--- src/rtl/conv_encoder_framer.sv ---
// Rate-1/2, K=4 convolutional encoder that frames a serial bit stream into FRAME_LEN data bits
// plus three zero tail bits. Optional macro ERR_INJECT_EN XORs err_inject into every emitted symbol.
module conv_encoder_framer #(
    parameter int         FRAME_LEN = 1021,
    parameter logic [3:0] G0        = 4'b1101,
    parameter logic [3:0] G1        = 4'b1111
) (
    input  logic       clk,
    input  logic       rst,
    input  logic       din,
    input  logic       din_valid,
    output logic       din_ready,
    output logic [1:0] d_out,
    output logic       d_out_valid,
    output logic       frame_sop,
    output logic       frame_eop,
    output logic       enc_active,
    input  logic [1:0] err_inject,
    output logic [1:0] dbg_state
);

    localparam int CNT_W = $clog2(FRAME_LEN + 1);

    typedef enum logic [1:0] {
        IDLE = 2'd0,
        DATA = 2'd1,
        TAIL = 2'd2
    } state_t;

    state_t             state;
    logic [2:0]         sr;
    logic [CNT_W-1:0]   bit_cnt;
    logic [1:0]         tail_cnt;

    logic               accept;
    logic               enc_bit;
    logic [3:0]         vec;
    logic [1:0]         code;
    logic [1:0]         sym;

    // Handshake: a bit transfers on any rising edge where din_valid and din_ready are both high;
    // din_ready is a register driven from the next FSM state, so it never depends on din_valid.
    assign accept  = din_valid & din_ready;
    assign enc_bit = (state == TAIL) ? 1'b0 : din;
    assign vec     = {enc_bit, sr};
    assign code    = {^(vec & G0), ^(vec & G1)};

`ifdef ERR_INJECT_EN
    assign sym = code ^ err_inject;
`else
    logic unused_err_inject;
    assign unused_err_inject = ^err_inject;
    assign sym = code;
`endif

    assign dbg_state = state;

    always_ff @(posedge clk) begin
        if (rst) begin
            state       <= IDLE;
            sr          <= 3'b000;
            bit_cnt     <= '0;
            tail_cnt    <= 2'd0;
            din_ready   <= 1'b0;
            d_out       <= 2'b00;
            d_out_valid <= 1'b0;
            frame_sop   <= 1'b0;
            frame_eop   <= 1'b0;
            enc_active  <= 1'b0;
        end else begin
            d_out_valid <= 1'b0;
            frame_sop   <= 1'b0;
            frame_eop   <= 1'b0;
            case (state)
                IDLE: begin
                    din_ready  <= 1'b1;
                    enc_active <= accept;
                    bit_cnt    <= '0;
                    tail_cnt   <= 2'd0;
                    if (accept) begin
                        d_out       <= sym;
                        d_out_valid <= 1'b1;
                        frame_sop   <= 1'b1;
                        sr          <= {enc_bit, sr[2:1]};
                        bit_cnt     <= CNT_W'(1);
                        state       <= DATA;
                    end
                end
                DATA: begin
                    if (accept) begin
                        d_out       <= sym;
                        d_out_valid <= 1'b1;
                        sr          <= {enc_bit, sr[2:1]};
                        bit_cnt     <= bit_cnt + 1'b1;
                        if (bit_cnt == CNT_W'(FRAME_LEN - 1)) begin
                            state     <= TAIL;
                            din_ready <= 1'b0;
                        end
                    end
                end
                TAIL: begin
                    // Zero bits flush the register; after the third one sr is back to 000.
                    d_out       <= sym;
                    d_out_valid <= 1'b1;
                    sr          <= {enc_bit, sr[2:1]};
                    tail_cnt    <= tail_cnt + 2'd1;
                    if (tail_cnt == 2'd2) begin
                        frame_eop <= 1'b1;
                        state     <= IDLE;
                        din_ready <= 1'b1;
                        bit_cnt   <= '0;
                        tail_cnt  <= 2'd0;
                    end
                end
                default: begin
                    state     <= IDLE;
                    din_ready <= 1'b0;
                end
            endcase
        end
    end

endmodule
--- config.mk ---
export PLATFORM = sky130hd
export DESIGN_NAME = conv_encoder_framer
export DESIGN_NICKNAME = d
export VERILOG_FILES = /design/src/rtl/conv_encoder_framer.sv
export SDC_FILE = /design/constraint.sdc
export NUM_CORES = 1
export LEC_CHECK = 0
export ABC_AREA = 1
export CORE_MARGIN = 5
export CORE_UTILIZATION = 55
export CTS_CLUSTER_DIAMETER = 120
export DETAILED_ROUTE_END_ITERATION = 7
export DONT_BUFFER_PORTS = 1
export GPL_ROUTABILITY_DRIVEN = 0
export PLACE_DENSITY_LB_ADDON = 0.15
export SETUP_SLACK_MARGIN = 0.5
export SKIP_LAST_GASP = 1
export SYNTH_ARGS = -nofsm -noshare
export SYNTH_HDL_FRONTEND = slang
export SYNTH_SLANG_ARGS = --single-unit
--- constraint.sdc ---
create_clock -name clk -period 1.6 [get_ports clk]
set_clock_uncertainty 0.05 [all_clocks]
set_input_delay 0.32 -clock clk [delete_from_list [all_inputs] [get_ports clk]]
set_output_delay 0.32 -clock clk [all_outputs]
set_load 0.05 [all_outputs]
==> metrics.csv <==
metric,value,unit
nets,215,
CP max-delay cell,dfxtp_4,
die area,3390,µm²
Inserted Diodes,0,
measured slew at the worst slew-check pin,404,ps
Min-Delay Path Depth,2,
WS Path Type,reg2reg,
DRC,0,
fillers,121,
VDD IR max,1280,µV
critical-path maximum fanout,6,
WL per Instance,15.2,µm
Die W,58.2,µm
CP max stage delay,440,ps
max-cap violation count,0,
Clock Path Buffers,2,
CP dominant cell by count,buf_4,
f_max,0.700,GHz
top cell type's share of synthesized area,0.375,
LEAKAGE,0.718,nW
Slew Limit Fails,0,
Fin Setup TNS,0,ps
syn nets,186,
Final min period,1430,ps
Worst Setup End Kind,flop,
via/cell ratio,5.31,
synthesized instance count,173,
I/O pins,15,
Util after Layout,0.830,
Synth area leaders,"dfxtp_1 38%, nand2_1 10%, inv_1 7.6%, ha_1 6.8%, nor2_1 5.3%",
relative slew slack,0.730,
Critical Path AT,1600,ps
Core Area,2210,µm²
crit path launch type,flop,
clock-pin slew on the worst setup and hold paths,140,ps
DP Worst Slack,182,ps
Worst Reg2Reg Path Length in Cells,8,
initial antenna violation count,0,
HP Start,din_valid,
cell family with most CP delay,flip-flops,
clock latency at the later pin of the worst-skew pair,320,ps
final wirelength,3.48,mm
unrepaired setup endpoints after global routing,true,
Vias,1215,
Fin. Hold Viols,0,
port buffer count,0,
r2r startpoint,dbg_state[1],
"reg-to-reg slack, setup",170,ps
detailed placement HPWL,1.85,mm
worst min path class,in2reg,
Site Rows,17,
Die Y,58.2,µm
crit share post-route,0.893,
Detailed Route Iter0 Violations,42,
initial core utilization,0.579,
run status,completed,
CTS Sinks,24,
Root Driver,clkbuf_4,
GRT Util Overall,0.190,
Mapped Avg Cell Area,7.40,µm²
dpl cells,203,
Final setup violation count,0,
critical-path cell list,inv_8 -> ha_4 -> nand2_4 -> nand3_4 -> buf_4 -> buf_4 -> nand2_1 -> a21oi_1,
Synth Warn #,0,
Mapped Area,1280,µm²
P per Cell Area,1610,nW/µm²
first-pass GRT wire length,4.98,mm
WHS Endpoint,frame_sop,
leading area contributor after synthesis,dfxtp_1,
Area growth syn-to-layout,43.5,%
largest net degree at the start of global routing,15,
Netlist cell types,26,
Reg-to-Reg End,bit_cnt[8],
CP bufs+invs,3,
drt pass-1 iters,4,
# H-tree levels,1,
CTS tree,built,
TritonCTS buffer count,3,
DRT antenna net count,0,
Non-Filler Instances,229,
post-synthesis sequential area ratio,0.375,
slack of the critical path,171,ps
fraction of layout cells with a size suffix above 1,0.498,
via count of the first global-routing pass,1146,
Crit path required time,1770,ps
#FFs+latches synth,24,
grt ovf,0,
worst register-to-register path, stage by stage (launching register included):
cell,delay (ps)
dfxtp_4,440
inv_8,50
ha_4,170
nand2_4,70
nand3_4,140
buf_4,170
buf_4,130
nand2_1,50
a21oi_1,70
worst max path at each step:
stage	from	end	slack, ps	depth (start not counted)
floorplan	dbg_state[0]	bit_cnt[2]	190	8
global placement	dbg_state[0]	bit_cnt[2]	210	8
global route	dbg_state[1]	bit_cnt[6]	100	9
CTS	dbg_state[1]	bit_cnt[2]	230	8
finish	dbg_state[1]	bit_cnt[8]	170	8
detailed placement	dbg_state[0]	bit_cnt[2]	180	7
metrics by stage:
stage	hold WS, ps	area (µm²)	power, mW
after CTS	2.07	1650	2.58
after global routing	122	1840	3.14
final	125	1840	2.96
after detailed placement	336	1420	1.94
after floorplan	380	1370	1.77
after global placement	332	1420	1.91
kinds of logic (layout without fill, tap and decap cells):
group / after synthesis / after routing / share of synthesized area
compound gates: 24 / 25 / 0.111
flops: 24 / 24 / 0.375
fa+ha+maj: 7 / 7 / 0.0684
xor+xnor: 1 / 1 / 0.00684
buf+inv: 28 / 55 / 0.0880
simple gates: 89 / 89 / 0.350
registers in the layout, summed over array words and instances (netlist names):
register     count
bit_cnt         10
d_out            2
d_out_valid      1
dbg_state        2
din_ready        1
enc_active       1
frame_eop        1
frame_sop        1
sr               3
tail_cnt         2
power breakdown:
| part | internal, mW | leakage, nW | switching, mW |
|---|---|---|---|
| Clock | 0.191 | 0.0261 | 0.197 |
| Sequential | 0.770 | 0.203 | 0.278 |
| Combinational | 0.659 | 0.490 | 0.862 |
cell usage in the layout (no fill, tap or decap), types with 3 or more instances in the layout:
master and count:
a21oi_1 10, buf_4 16, buf_6 5, clkbuf_4 3, dfxtp_1 13, dfxtp_4 10, ha_1 3, ha_4 4
inv_1 14, inv_2 8, nand2_1 29, nand2_2 9, nand2_4 4, nand3_1 6, nand3_2 5, nor2_1 14
nor2_2 6, nor2_4 4, nor3_2 5, o21ai_1 3, o21ai_4 3
metal layers:
layer | global-route usage | wire, µm | up-vias
met5 | 0 | 0 | -
met4 | 0.0497 | 33 | 0
met3 | 0.0290 | 145 | 4
met1 | 0.215 | 1370 | 578
met2 | 0.365 | 1930 | 27
li1 | - | - | 606
area by class of cell:
| cell class | count | area, µm² | area share |
|---|---|---|---|
| sequential | 24 | 519 | 0.283 |
| tap | 28 | 35.0 | 0.0191 |
| timing repair buffer | 25 | 226 | 0.123 |
| inverter | 26 | 115 | 0.0627 |
| multi-input combinational | 122 | 893 | 0.486 |
| clock buffer | 4 | 47.5 | 0.0259 |
cells in the mapped netlist:
cell / count
inv_1: 26
xnor2_1: 1
o22ai_1: 1
ha_1: 7
nand3_2: 2
nor2_1: 18
buf_6: 1
nand4_1: 2
nand3_1: 10
a21oi_1: 11
nor2_2: 4
nor3_2: 2
a211oi_1: 1
nand2_2: 7
nand3_4: 1
or2_2: 1
o21ai_0: 6
a221oi_1: 1
nand2_1: 35
dfxtp_1: 24
clkbuf_1: 1
o21ai_2: 3
a21o_2: 1
nor3_1: 4
nand2_4: 1
nor2_4: 2
what timing repair did:
item / CTS / global route
buffers inserted: 10 / 9
endpoints found under the setup margin: 28 / 31
hold buffers: 1 / 1
resized for setup: 35 / 31
hold endpoints to repair: 8 / 2
cloned: 1 / 0
pin swaps: 11 / 10
Note: power is estimated with default switching activity, not from simulation.
